[src/rtl/div_ctrl_pkg.sv]
// rtl/div_ctrl_pkg.sv - shared state encoding and divider handshake constants
package div_ctrl_pkg;

  typedef enum logic [1:0] {
    S_IDLE  = 2'd0,
    S_RUN   = 2'd1,
    S_DONE  = 2'd2,
    S_DRAIN = 2'd3
  } div_state_e;

  localparam logic DIVSTART       = 1'b1;
  localparam logic DIVSTOP        = 1'b0;
  localparam logic DIVRESULTREADY = 1'b1;

endpackage

[src/rtl/div_ctrl_if.sv]
// rtl/div_ctrl_if.sv - EX-stage request, divider handshake and HI/LO write bundle
interface div_ctrl_if;
  logic        div_req_i;
  logic        signed_i;
  logic [31:0] rs_i;
  logic [31:0] rt_i;
  logic        flush_i;
  logic        stall_i;
  logic [63:0] div_result_i;
  logic        div_ready_i;
  logic        div_start_o;
  logic        div_annul_o;
  logic        div_signed_o;
  logic [31:0] div_op1_o;
  logic [31:0] div_op2_o;
  logic        stall_req_o;
  logic        whilo_o;
  logic [31:0] hi_o;
  logic [31:0] lo_o;

  // slave: the controller; master: EX stage plus divider environment
  modport slave (
    input  div_req_i, signed_i, rs_i, rt_i, flush_i, stall_i, div_result_i, div_ready_i,
    output div_start_o, div_annul_o, div_signed_o, div_op1_o, div_op2_o,
           stall_req_o, whilo_o, hi_o, lo_o
  );

  modport master (
    output div_req_i, signed_i, rs_i, rt_i, flush_i, stall_i, div_result_i, div_ready_i,
    input  div_start_o, div_annul_o, div_signed_o, div_op1_o, div_op2_o,
           stall_req_o, whilo_o, hi_o, lo_o
  );
endinterface

[src/rtl/div_ctrl.sv]
// rtl/div_ctrl.sv - EX-stage controller for the multi-cycle DIV/DIVU path
module div_ctrl
  import div_ctrl_pkg::*;
#(
  parameter int DRAIN_CYCLES = 2
) (
  input  logic       clk,
  input  logic       rst,
  div_ctrl_if.slave  dif
);

  localparam int CW = (DRAIN_CYCLES > 1) ? $clog2(DRAIN_CYCLES) : 1;

  div_state_e  r_state;
  div_state_e  w_next;
  logic        r_signed;
  logic [31:0] r_op1;
  logic [31:0] r_op2;
  logic [31:0] r_hi;
  logic [31:0] r_lo;
  logic [CW-1:0] r_drain_cnt;

  logic w_accept;
  logic w_capture;
  logic w_start;
  logic w_annul;
  logic w_stall_req;
  logic w_whilo;
  logic w_drain_last;

  assign w_accept     = (r_state == S_IDLE) && dif.div_req_i && !dif.flush_i;
  assign w_capture    = (r_state == S_RUN) && (dif.div_ready_i == DIVRESULTREADY) && !dif.flush_i;
  assign w_drain_last = (r_drain_cnt == CW'(DRAIN_CYCLES - 1));

  always_comb begin
    w_next      = r_state;
    w_start     = DIVSTOP;
    w_annul     = 1'b0;
    w_stall_req = 1'b0;
    w_whilo     = 1'b0;
    case (r_state)
      S_IDLE: begin
        if (w_accept) begin
          w_stall_req = 1'b1;
          w_next      = S_RUN;
        end
      end
      S_RUN: begin
        w_stall_req = (dif.div_ready_i != DIVRESULTREADY);
        // flush beats a coincident ready: the result is dropped
        if (dif.flush_i) begin
          w_annul = 1'b1;
          w_next  = S_DRAIN;
        end else begin
          w_start = DIVSTART;
          if (dif.div_ready_i == DIVRESULTREADY) w_next = S_DONE;
        end
      end
      S_DONE: begin
        w_whilo = !dif.flush_i;
        if (dif.flush_i || !dif.stall_i) w_next = S_IDLE;
      end
      S_DRAIN: begin
        if (w_drain_last) w_next = S_IDLE;
      end
      default: w_next = S_IDLE;
    endcase
  end

  always_ff @(posedge clk) begin
    if (rst) begin
      r_state     <= S_IDLE;
      r_signed    <= 1'b0;
      r_op1       <= '0;
      r_op2       <= '0;
      r_hi        <= '0;
      r_lo        <= '0;
      r_drain_cnt <= '0;
    end else begin
      r_state <= w_next;
      // operands stay frozen for the whole divide; the divider re-reads signs at fix-up
      if (w_accept) begin
        r_signed <= dif.signed_i;
        r_op1    <= dif.rs_i;
        r_op2    <= dif.rt_i;
      end
      if (w_capture) begin
        r_hi <= dif.div_result_i[63:32];
        r_lo <= dif.div_result_i[31:0];
      end
      if (r_state == S_DRAIN) r_drain_cnt <= r_drain_cnt + 1'b1;
      else                    r_drain_cnt <= '0;
    end
  end

  assign dif.div_start_o  = w_start;
  assign dif.div_annul_o  = w_annul;
  assign dif.div_signed_o = r_signed;
  assign dif.div_op1_o    = r_op1;
  assign dif.div_op2_o    = r_op2;
  assign dif.stall_req_o  = w_stall_req;
  assign dif.whilo_o      = w_whilo;
  assign dif.hi_o         = r_hi;
  assign dif.lo_o         = r_lo;

endmodule
[src/flat_wrapper.sv]
// flat-port wrapper written by rule: the top's interface ports become plain ports
module div_ctrl_flat import div_ctrl_pkg::*;
#(
  parameter int DRAIN_CYCLES = 2
)
  (clk, rst, dif_div_req_i, dif_signed_i, dif_rs_i, dif_rt_i, dif_flush_i, dif_stall_i, dif_div_result_i, dif_div_ready_i, dif_div_start_o, dif_div_annul_o, dif_div_signed_o, dif_div_op1_o, dif_div_op2_o, dif_stall_req_o, dif_whilo_o, dif_hi_o, dif_lo_o);
  div_ctrl_if dif_i ();
  input  logic clk;
  input  logic rst;
  input wire logic [$bits(dif_i.div_req_i)-1:0] dif_div_req_i;
  input wire logic [$bits(dif_i.signed_i)-1:0] dif_signed_i;
  input wire logic [$bits(dif_i.rs_i)-1:0] dif_rs_i;
  input wire logic [$bits(dif_i.rt_i)-1:0] dif_rt_i;
  input wire logic [$bits(dif_i.flush_i)-1:0] dif_flush_i;
  input wire logic [$bits(dif_i.stall_i)-1:0] dif_stall_i;
  input wire logic [$bits(dif_i.div_result_i)-1:0] dif_div_result_i;
  input wire logic [$bits(dif_i.div_ready_i)-1:0] dif_div_ready_i;
  output wire logic [$bits(dif_i.div_start_o)-1:0] dif_div_start_o;
  output wire logic [$bits(dif_i.div_annul_o)-1:0] dif_div_annul_o;
  output wire logic [$bits(dif_i.div_signed_o)-1:0] dif_div_signed_o;
  output wire logic [$bits(dif_i.div_op1_o)-1:0] dif_div_op1_o;
  output wire logic [$bits(dif_i.div_op2_o)-1:0] dif_div_op2_o;
  output wire logic [$bits(dif_i.stall_req_o)-1:0] dif_stall_req_o;
  output wire logic [$bits(dif_i.whilo_o)-1:0] dif_whilo_o;
  output wire logic [$bits(dif_i.hi_o)-1:0] dif_hi_o;
  output wire logic [$bits(dif_i.lo_o)-1:0] dif_lo_o;
  assign dif_i.div_req_i = dif_div_req_i;
  assign dif_i.signed_i = dif_signed_i;
  assign dif_i.rs_i = dif_rs_i;
  assign dif_i.rt_i = dif_rt_i;
  assign dif_i.flush_i = dif_flush_i;
  assign dif_i.stall_i = dif_stall_i;
  assign dif_i.div_result_i = dif_div_result_i;
  assign dif_i.div_ready_i = dif_div_ready_i;
  assign dif_div_start_o = dif_i.div_start_o;
  assign dif_div_annul_o = dif_i.div_annul_o;
  assign dif_div_signed_o = dif_i.div_signed_o;
  assign dif_div_op1_o = dif_i.div_op1_o;
  assign dif_div_op2_o = dif_i.div_op2_o;
  assign dif_stall_req_o = dif_i.stall_req_o;
  assign dif_whilo_o = dif_i.whilo_o;
  assign dif_hi_o = dif_i.hi_o;
  assign dif_lo_o = dif_i.lo_o;
  div_ctrl #(.DRAIN_CYCLES(DRAIN_CYCLES)) u_core (.clk(clk), .rst(rst), .dif(dif_i));
endmodule
[config.mk]
export PLATFORM = sky130hd
export DESIGN_NAME = div_ctrl_flat
export DESIGN_NICKNAME = d
export VERILOG_FILES = /design/src/rtl/div_ctrl_pkg.sv /design/src/rtl/div_ctrl_if.sv /design/src/rtl/div_ctrl.sv /design/src/flat_wrapper.sv
export SDC_FILE = /design/constraint.sdc
export NUM_CORES = 1
export LEC_CHECK = 0
export BUFFER_PORTS_ARGS = -buffer_cell sky130_fd_sc_hd__buf_2
export CORE_ASPECT_RATIO = 1.75
export CORE_UTILIZATION = 39
export DETAILED_ROUTE_END_ITERATION = 8
export GPL_TIMING_DRIVEN = 0
export PLACE_DENSITY = 0.75
export SYNTH_ARGS = -nofsm -noshare
export SYNTH_HDL_FRONTEND = slang
export SYNTH_SLANG_ARGS = --single-unit
[constraint.sdc]
create_clock -name clk -period 1.4 [get_ports clk]
set_input_delay 0.07 -clock clk [delete_from_list [all_inputs] [get_ports clk]]
set_output_delay 0.07 -clock clk [all_outputs]
set_load 0.03 [all_outputs]
Word level (Yosys, flattened, before mapping) --
Cells that the tools add are included.
Storage, ports and cells: input port bits 135, output and inout bits 133, word-level logic and storage cells 40, register bits 132
Operators by class: bitwise operators 2, muxes and demuxes 13, eq/ne operators 7, reductions and logical operators 10, add/subtract/negate cells 1
Operators with widths (count):
- two-way mux 2 bit | 5
- one-hot mux 2 bit (4 select lines) | 1
- two-way mux 1 bit | 6
- != test 2 x 1 -> 1 bit (second input constant) | 3
- equality test 2 bit (second input constant) | 2
- logical AND 1 bit | 4
- AND reduction 4 bit | 1
- != test 3 bit (second input constant) | 1
- equality test 2 x 1 -> 1 bit (second input constant) | 1
- logical NOT 1 bit | 2
- logical NOT 2 bit | 1
- NOT 1 bit | 2
- one-hot mux 1 bit (2 select lines) | 1
- OR reduction 2 bit | 1
- adder 1 bit (second input constant) | 1
- logical OR 1 bit | 1

Depth between registers and ports, before layout --
Gate-level depths: netlist (run 1).
depth in word-level cells 5, mapped depth 6, mapped depth without buffers 3

Worst setup path after synthesis (run 1) --
OpenSTA, ideal clock, no wires.
path type register to register, start point register u_core.r_state[1], end point register u_core.r_op1[11] (netlist: u_core.dif.div_op1_o[11]), cell stages (with the launch flop) 6, arrival time 1.240 ns, data required time 1.268 ns, slack 0.027 ns, clock period less this slack 1.373 ns, cell sequence dfxtp_1 -> or4b_1 -> buf_4 -> buf_6 -> nand2_1 -> a21oi_1
Between the ends: word-level cells in the longest chain between the ends 3
RTL lines:
- from (decl) | line div_ctrl.sv:14 | div_state_e r_state;
- from (signal assigned) | line div_ctrl.sv:80 | r_state <= w_next;
- logical NOT 2 bit | line div_ctrl.sv:31 | assign w_accept = (r_state == S_IDLE) && dif.div_req_i && !dif.flush_i;
- logical AND 1 bit (2 in a row) | line div_ctrl.sv:31
- to (signal assigned) | line div_ctrl.sv:84 | r_op1 <= dif.rs_i;
- to (decl) | line div_ctrl.sv:17 | logic [31:0] r_op1;
Every way passes these cells. A chain may end at the register's enable or synchronous reset.

Worst setup path in the final report (run 1) --
start point register u_core.r_state[1], end point register u_core.r_op2[27] (netlist: u_core.dif.div_op2_o[27])
Between the ends: word-level cells in the longest chain between the ends 3
RTL lines:
- logical NOT 2 bit | line div_ctrl.sv:31
- logical AND 1 bit (2 in a row) | line div_ctrl.sv:31
- to (signal assigned) | line div_ctrl.sv:85 | r_op2 <= dif.rt_i;
- to (decl) | line div_ctrl.sv:18 | logic [31:0] r_op2;
Every way passes these cells.

==> results of run 1 <==
==> registers in the layout (all words and copies together), names as in the netlist <==
register,flops
u_core.dif.lo_o,32
u_core.dif.hi_o,32
u_core.dif.div_signed_o,1
u_core.r_state,2
u_core.dif.div_op2_o,32
u_core.dif.div_op1_o,32
u_core.r_drain_cnt,1
==> critical path: stages, from the launching register on <==
cell and delay, ns:
dfxtp_2 0.34, or4b_4 0.56, buf_12 0.18, buf_8 0.13
nand2_1 0.09, a21oi_1 0.08
==> per-layer routing <==
metal | part of all wire | global-route usage | vias to the layer above
met5 | 0 | 0 | -
li1 | - | - | 2758
met2 | 0.53 | 0.532 | 392
met3 | 0.070 | 0.0708 | 159
met1 | 0.33 | 0.260 | 2784
met4 | 0.079 | 0.207 | 0
==> through the flow <==
stage                     power, mW  setup TNS (ns)  setup WS, ns
after floorplan                4.93               0        0.0273
after global placement         5.42          -11.31        -0.133
after detailed placement       5.43          -12.31        -0.147
after CTS                      10.4           -3.36       -0.0675
after global routing           11.0          -10.24        -0.206
final                          10.7           -4.84        -0.126
==> area by class of cell <==
class	instances	area, sq um	area share
timing repair buffer	412	2880	0.317
sequential	132	2650	0.292
multi-input combinational	406	2340	0.258
clock buffer	18	429	0.0474
buffer	45	423	0.0467
clock inverter	14	175	0.0193
tap	135	169	0.0186
inverter	1	3.75	0.000414
antenna	1	2.50	0.000276
==> placed cells by master, fill, tap and decap left out, types with 2 or more instances in the layout <==
| master | instances |
|---|---|
| a21oi_1 | 75 |
| a21oi_2 | 53 |
| buf_12 | 8 |
| buf_2 | 267 |
| buf_4 | 8 |
| buf_6 | 12 |
| buf_8 | 7 |
| bufinv_16 | 3 |
| clkbuf_1 | 16 |
| clkbuf_16 | 21 |
| clkbuf_4 | 6 |
| clkinv_2 | 2 |
| clkinv_4 | 2 |
| clkinvlp_4 | 3 |
| dfxtp_1 | 130 |
| dfxtp_2 | 2 |
| dlygate4sd3_1 | 130 |
| inv_6 | 4 |
| nand2_1 | 204 |
| nand2_2 | 14 |
| nand2_4 | 41 |
| nor2_1 | 2 |
| nor3b_1 | 2 |
==> logic make-up (layout without fill, tap and decap cells) <==
logic type | count (synthesis) | in the layout
muxes | 1 | 1
buffers and inverters | 46 | 490
other | 0 | 1
and+or+nand+nor | 272 | 272
DFF | 132 | 132
AOI/OAI and AO/OA | 133 | 133
==> worst max-delay path by stage <==
stage | start | end | slack [ns] | cells past startpoint
6_report | u_core.r_state[1] | u_core.dif.div_op2_o[27] | -0.13 | 5
5_1_grt | u_core.r_state[1] | u_core.dif.div_op1_o[16] | -0.21 | 6
4_1_cts | u_core.r_state[1] | u_core.dif.div_op2_o[26] | -0.07 | 5
3_5_place_dp | rst | u_core.dif.lo_o[23] | -0.15 | 4
3_3_place_gp | rst | u_core.dif.lo_o[23] | -0.13 | 4
2_1_floorplan | u_core.r_state[1] | u_core.dif.div_op1_o[11] | 0.03 | 5
==> power by group through the flow <==
stage	combinational (mW)	sequential [mW]	clock, mW
final	2.04	4.04	4.62
after global routing	2.15	4.05	4.82
after CTS	1.71	4.01	4.64
after detailed placement	1.34	4.09	0
after global placement	1.33	4.09	0
after floorplan	0.509	4.42	0
==> what timing repair did <==
item | in CTS | in global routing
hold endpoints to repair | 130 | 0
endpoints found under the setup margin | 124 | 126
gates resized for setup | 28 | 194
hold buffers | 130 | 0
gates cloned | 5 | 4
pin swaps | 1 | 88
buffers inserted | 4 | 5
==> flow_summary.toml, run 1 <==
[drt]
drc = 16
drtPass1Iterations = 7
drtIter0Drc = 240
wire_per_inst_um = 18.6
dr_total_vias = 6093
viasPerCell = 5.23
drt_wl_total_mm = 21.6
ant_nets = 0

[place]
placed_cell_area_sq_um = 6190
routabilityCongestion = 0.835
io_buffer_count = 266
place_inst = 985
dp_hpwl_mm = 10.1

[layout]
finalNonFillerCells = 1164
areaGrowthSynthToFinish_pct = 93.1
nNetsFinal = 1150
stdcell_area_sq_um = 9060
drive_gt1_frac = 0.446
fill_cells = 666
fin_util = 0.778

[synth]
synth_fa_ha_area_frac = 0
seq_area_frac_synth = 0.563
synth_top_area_cell = "dfxtp_1"
yosys.area_share.simple = 0.229
synth_warnings = 0
async_flop_share = 0
synth.top_cell.area_share = 0.563
netlist_area_sq_um = 4690
yosysMostFrequentCell = "nand2_1"
syn_nets = 719
yosys-top-cells-area = "dfxtp_1, nand2_1, a21oi_1"
synth_compound_area_frac = 0.144
synth_area_per_cell_sq_um = 8.03
synth_top_family_by_area = "simple AND/OR/NAND/NOR gates"
synthFlopType = "dfxtp_1"
yosysUniqueCellTypes = 23
syn_inst = 584
muxShareOfSynthArea = 0.00213
ys_ff_latch = 132
synth-edff-count = 0
synthXorXnorAreaFrac = 0
synth_common_cells = "nand2_1, dfxtp_1, a21oi_1"

[global_route]
grt_usage = 0.284
grt_max_degree = 17
antenna_found_initial = 1
grt_pass1_wl_mm = 27.5
grt-ovfl-total = 0
first_global_vias = 5903

[timing]
fin_skew_ns = 0.0146
setup_viol = 85
finalCriticalPeriod_ns = 1.53
worst_slew_pin_slew_ns = 0.735
rsz0062_at_grt = "true"
setup_ws_ns = -0.126
period_share = 1.09
slew_headroom = 0.510
hold-worst-slack_ns = 0.112
final_hold_viol_count = 0
max_freq_ghz = 0.655
finalMaxSlewViolations = 0

[floorplanning]
initial_core_util = 0.403
io_pins = 268
dieArea_sq_um = 12500
die_width_um = 84.9
design.core.area_sq_um = 11600
fp-row-count = 52
die_y_um = 147

[setup_path]
end_kind = "flop"
r2r_start = "u_core.r_state[1]"
critical_path_class = "reg -> reg"
reg2reg_slack_ns = -0.13
r2r_end = "u_core.dif.div_op2_o[27]"
worst-r2r-cell-count = 5
cp.required_ns = 1.67
crit_arrival_ns = 1.80
startpoint_type = "flop"
cp_max_fo = 10

[pwr]
ir_worst_vdd_mv = 0.860
power_switching_mw = 3.05
power_leakage_nw = 4.23
p_sw_frac = 0.286
sequentialPowerShare = 0.377
clkPwrFrac = 0.432
power_frac_comb = 0.191
p_per_area_nw_per_um2 = 1180
internal_power_mw = 7.64

[clock_network]
clkTransAtPathRegs_ns = 0.06
clk_latency_ns = 0.42
cts.sinks = 132
cts_tree = "built"
numCtsBuffers = 17
ctsLongestPathBuffers = 2
h-tree-depth = 4
root_buffer = "clkbuf_16"

[worst_hold_path]
hold_path_depth = 4
worstHoldEndpoint = "u_core.r_state[1]"
min_path_type = "in -> reg"
hold_start = "dif_flush_i"

[status]
status = "finished, violations left"
violations = "design-rule violations, negative setup slack"

[run]
maxCapViolCount = 0
(Power assumes the default switching activity.)
==> run 2: changes to the inputs <==
--- a/config.mk
+++ b/config.mk
@@ -6,11 +6,13 @@
 export NUM_CORES = 1
 export LEC_CHECK = 0
 export BUFFER_PORTS_ARGS = -buffer_cell sky130_fd_sc_hd__buf_2
+export CELL_PAD_IN_SITES_DETAIL_PLACEMENT = 1
+export CELL_PAD_IN_SITES_GLOBAL_PLACEMENT = 1
 export CORE_ASPECT_RATIO = 1.75
-export CORE_UTILIZATION = 39
+export CORE_UTILIZATION = 27
 export DETAILED_ROUTE_END_ITERATION = 8
 export GPL_TIMING_DRIVEN = 0
-export PLACE_DENSITY = 0.75
+export PLACE_DENSITY_LB_ADDON = 0.1
 export SYNTH_ARGS = -nofsm -noshare
 export SYNTH_HDL_FRONTEND = slang
 export SYNTH_SLANG_ARGS = --single-unit
==> run 2 against run 1 <==
The flow finishes with violations (negative setup slack). Sequential power about the same. Worst hold slack about the same. Register-to-register slack improved by 0.06 ns. Clock skew increased by 0.0010 ns. Die area increased by 44%. Sequential share of layout area increased by 1.2 points. Critical path type unchanged. Largest power group unchanged.
==> flow_summary.toml, run 2 (synthesis results as in run 1) <==
[status]
status = "finished, violations left"
violations = "negative setup slack"

[setup_path]
startpoint_type = "flop"
cp_max_fo = 9
cp.required_ns = 1.74
crit_arrival_ns = 1.81
end_kind = "flop"
critical_path_class = "reg -> reg"

[drt]
viasPerCell = 4.46
route.met3.wl_mm = 1.15
wire_per_inst_um = 15.3
dr_total_vias = 5571
drt_wl_total_mm = 19.1
route.met2.wl_mm = 10.6
topRoutingLayerUsed = "met4"
drt-met1-wl_mm = 6.60
ant_nets = 0
drtPass1Iterations = 4
drc = 0
drtIter0Drc = 70

[floorplanning]
io_pins = 268
fp-row-count = 63
die_width_um = 102
die_y_um = 176
initial_core_util = 0.277
design.core.area_sq_um = 16900
dieArea_sq_um = 17900

[global_route]
antenna_found_initial = 0
grt_max_degree = 17
grt_usage = 0.208
grt-ovfl-total = 0
first_global_vias = 6067
grt_pass1_wl_mm = 28.6

[place]
dp_hpwl_mm = 12.7
io_buffer_count = 266
routabilityCongestion = 0.750
place_inst = 1077
placed_cell_area_sq_um = 6310

[timing]
finalMaxSlewViolations = 0
setup_ws_ns = -0.0691
finalCriticalPeriod_ns = 1.47
period_share = 1.05
hold-worst-slack_ns = 0.113
worst_slew_pin_slew_ns = 0.735
fin_setup_tns_ns = -1.91
max_freq_ghz = 0.681
fin_skew_ns = 0.0157
rsz0062_at_grt = "true"
final_hold_viol_count = 0
setup_viol = 82
slew_headroom = 0.510

[pwr]
clkPwrFrac = 0.426
p_sw_frac = 0.285
power_leakage_nw = 3.83
power_frac_comb = 0.181
sequentialPowerShare = 0.392
p_per_area_nw_per_um2 = 1180
internal_power_mw = 7.33
power_switching_mw = 2.92
ir_worst_vdd_mv = 0.841

[layout]
stdcell_area_sq_um = 8720
finalNonFillerCells = 1249
final_cell_mix = "buf_2, nand2_1, dlygate4sd3_1, dfxtp_1, a21oi_1"
fill_cells = 2071
areaGrowthSynthToFinish_pct = 85.8
final_common_cell = "buf_2"
multi_input_area_sq_um = 1980
final-seq-area_sq_um = 2650
nNetsFinal = 1144
antenna_cells = 0
drive_gt1_frac = 0.396

[clock_network]
numCtsBuffers = 17
cts.sinks = 132
clkTransAtPathRegs_ns = 0.06
root_buffer = "clkbuf_16"
ctsLongestPathBuffers = 2
clk_latency_ns = 0.42
cts_tree = "built"
h-tree-depth = 4

[worst_hold_path]
min_path_type = "in -> reg"

[run]
maxCapViolCount = 0
-- run 2: changes by cell type in the layout (fill, tap and decap cells not counted), moves of 3 or more --
cell,delta
nand2_2,+11
buf_4,+3
buf_12,-6
clkbuf_4,-5
nand2_1,+30
a21oi_1,+18
a21oi_2,-17
buf_2,-3
nand2_4,-41
-- run 2: metrics by stage --
stage	util	total power, mW	worst slack [ns]
finish	0.514	10.3	-0.0691
global route	0.514	10.7	-0.108
CTS	0.488	10.2	-0.0547
detailed placement	0.372	5.47	-0.207
global placement	0.372	5.43	-0.196
floorplan	-	4.93	0.0273
-- run 2: path summary, 6_finish.rpt --
path,cells past startpoint,startpoint,to,slack [ns]
worst max-delay path,6,u_core.r_state[1],u_core.dif.lo_o[7],-0.07
worst min-delay path,4,dif_flush_i,u_core.r_state[1],0.11
worst max register to register,6,u_core.r_state[1],u_core.dif.lo_o[7],-0.07
worst min register to register,2,u_core.dif.div_op1_o[10],u_core.dif.div_op1_o[10],0.45
-- run 2: cell type report --
class,count,share of cell area
buffer,45,0.0455
multi-input combinational,406,0.227
clock buffer,19,0.0520
sequential,132,0.303
tap,227,0.0326
clock inverter,13,0.0141
timing repair buffer,406,0.325
inverter,1,0.000431
-- run 2: layer usage --
layer,GRT usage,up-vias
li1,-,2732
met1,0.188,2581
met2,0.404,204
met3,0.0538,54
met4,0.113,0
met5,0,-
-- run 2: worst max-delay path, cell delays in order, from the launching register on --
cell	delay, ns
dfxtp_2	0.33
buf_6	0.14
and4bb_4	0.38
buf_12	0.18
buf_8	0.14
nand2_1	0.08
a21oi_2	0.15
-- run 2: power groups by stage --
stage | logic [mW] | clock network (mW) | registers [mW]
after global placement | 1.34 | 0 | 4.09
after global routing | 2.00 | 4.63 | 4.04
final | 1.86 | 4.37 | 4.02
after detailed placement | 1.37 | 0 | 4.10
after floorplan | 0.509 | 0 | 4.42
after CTS | 1.71 | 4.48 | 4.02
-- run 2: what timing repair did --
item,in CTS,in global routing
buffers inserted,1,3
gates resized for setup,24,94
hold buffers,130,0
endpoints found under the setup margin,124,128
gates cloned,1,5
pin swaps,1,3
hold endpoints to repair,130,0
==> run 3: changes to the inputs <==
--- a/config.mk
+++ b/config.mk
@@ -6,13 +6,12 @@
 export NUM_CORES = 1
 export LEC_CHECK = 0
 export BUFFER_PORTS_ARGS = -buffer_cell sky130_fd_sc_hd__buf_2
-export CELL_PAD_IN_SITES_DETAIL_PLACEMENT = 1
-export CELL_PAD_IN_SITES_GLOBAL_PLACEMENT = 1
 export CORE_ASPECT_RATIO = 1.75
-export CORE_UTILIZATION = 27
+export CORE_UTILIZATION = 39
 export DETAILED_ROUTE_END_ITERATION = 8
 export GPL_TIMING_DRIVEN = 0
-export PLACE_DENSITY_LB_ADDON = 0.1
+export PLACE_DENSITY = 0.75
+export SKIP_CTS_REPAIR_TIMING = 1
 export SYNTH_ARGS = -nofsm -noshare
 export SYNTH_HDL_FRONTEND = slang
 export SYNTH_SLANG_ARGS = --single-unit
==> run 3 against run 2 <==
The run ends with design-rule violations, negative setup slack left. Total power up 2.5%. Die area down 30%. First-iteration DRC count rose to 3.8 times the previous value. Sequential power about the same. Sequential share of layout area up 0.30 points. Core utilization up 23 points. Wire length down 1.1%. Clock-buffer cell count down 1. Clock skew down 0.0063 ns. Non-clock buffer count up 4. Highest routed layer unchanged. Fmax down 2.2%. Global-route usage up 1.4 points.
==> flow_summary.toml, run 3 (synthesis results as in run 1) <==
[place]
place_ws_ns = -0.147
dp_hpwl_mm = 10.1
io_buffer_count = 266
routabilityCongestion = 0.835

[layout]
antenna_cells = 0
areaGrowthSynthToFinish_pct = 83.9
final_common_cell = "buf_2"
final_cell_mix = "buf_2, nand2_1, dlygate4sd3_1, dfxtp_1, a21oi_1"
nNetsFinal = 1148
drive_gt1_frac = 0.380
fin_util = 0.741

[setup_path]
crit_end = "u_core.dif.hi_o[30]"
cp-startpoint = "u_core.r_state[1]"
end_kind = "flop"
cp.required_ns = 1.73
critPathSlowestCell = "and4bb_4"
r2r_start = "u_core.r_state[1]"
crit_arrival_ns = 1.83
r2r_end = "u_core.dif.hi_o[30]"
worst-r2r-cell-count = 6
reg2reg_slack_ns = -0.10
slowest_delay_ns = 0.38
cp_max_fo = 10
startpoint_type = "flop"
worstPathCellList = "buf_6, and4bb_4, buf_12, buf_8, nand2_1, a21oi_2"
critical_path_class = "reg -> reg"

[pwr]
clkPwrFrac = 0.436
power_switching_mw = 2.90
sequentialPowerShare = 0.383
power_leakage_nw = 3.89
power_frac_comb = 0.181
internal_power_mw = 7.61
p_sw_frac = 0.276
p_per_area_nw_per_um2 = 1220
power_mw = 10.5
ir_worst_vdd_mv = 0.848

[global_route]
first_global_vias = 4582
grt-ovfl-total = 0
grt_max_degree = 17
grt_pass1_wl_mm = 21.5
grt_usage = 0.221
antenna_found_initial = 0

[clock_network]
numCtsBuffers = 17
root_buffer = "clkbuf_16"
h-tree-depth = 4
clkTransAtPathRegs_ns = 0.06
ctsLongestPathBuffers = 2
clk_latency_ns = 0.41
cts_tree = "built"
cts.sinks = 132

[status]
violations = "design-rule violations, negative setup slack"
status = "finished, violations left"

[worst_hold_path]
min_path_type = "in -> reg"

[floorplanning]
io_pins = 268
die_y_um = 147
die_width_um = 84.9
dieArea_sq_um = 12500
fp-row-count = 52
design.core.area_sq_um = 11600
initial_core_util = 0.403

[timing]
final_hold_viol_count = 0
setup_viol = 81
rsz0062_at_grt = "true"
period_share = 1.07
max_freq_ghz = 0.666
fin_skew_ns = 0.00936
finalCriticalPeriod_ns = 1.50
hold-worst-slack_ns = 0.103
slew_headroom = 0.552
finalMaxSlewViolations = 0
setup_ws_ns = -0.102
worst_slew_pin_slew_ns = 0.673

[drt]
viasPerCell = 5.03
drtPass1Iterations = 7
drt_wl_total_mm = 18.9
drc = 16
ant_nets = 0
drtIter0Drc = 264
dr_total_vias = 5843
wire_per_inst_um = 16.3

[run]
maxCapViolCount = 0
run 3: cell types whose count changed in the layout (fill, tap and decap cells not counted), sizes merged:
cell / before / now
clkbuf: 40 / 43
clkinvlp: 4 / 3
bufinv: 1 / 3
run 3: power groups by stage:
stage	logic, mW	clock network (mW)	registers, mW
after detailed placement	1.34	0	4.09
after CTS	1.34	4.64	4.01
after floorplan	0.509	0	4.42
after global placement	1.33	0	4.09
after global routing	2.01	4.79	4.04
final	1.90	4.58	4.03
run 3: layer usage:
layer | routed length, um | part of all wire | global-route usage
met2 | 10200 | 0.54 | 0.405
met4 | 966 | 0.051 | 0.127
met1 | 6660 | 0.35 | 0.228
met3 | 1080 | 0.057 | 0.0494
met5 | 0 | 0 | 0
run 3: area by class of cell:
class                           instances  area, sq um
Buffer                                 45          395
Clock buffer                           18          429
Clock inverter                         14          175
Fill cell                             753         3020
Inverter                                1         3.75
Multi-Input combinational cell        406         1940
Sequential cell                       132         2650
Tap cell                              135          169
Timing Repair Buffer                  410         2870
run 3: how the worst min path moves through the flow:
stage	start	endpoint	slack [ns]	depth (start not counted)
6_report	dif_flush_i	u_core.r_state[1]	0.10	4
5_1_grt	dif_flush_i	u_core.r_state[1]	0.13	4
4_1_cts	dif_div_result_i[26]	u_core.dif.lo_o[26]	-0.12	3
3_5_place_dp	dif_div_result_i[32]	u_core.dif.hi_o[0]	0.32	3
3_3_place_gp	dif_div_result_i[9]	u_core.dif.lo_o[9]	0.31	3
2_1_floorplan	dif_rs_i[11]	u_core.dif.div_op1_o[11]	0.21	2
run 3: metrics by stage:
step / cells / instance area, sq um / TNS [ns]
6_report: 1161 / 8630 / -3.53
5_1_grt: 1161 / 8630 / -8.28
4_1_cts: 1017 / 6800 / -13.66
3_5_place_dp: 985 / 6190 / -12.31
3_3_place_gp: 985 / 6190 / -11.31
2_1_floorplan: 584 / 4690 / 0
run 3: critical path, delay by kind of cell, from the launching register on:
family          cells  cell delay [ns]
simple gates        2             0.49
compound gates      1             0.15
buf+inv             3             0.44
flops               1             0.33
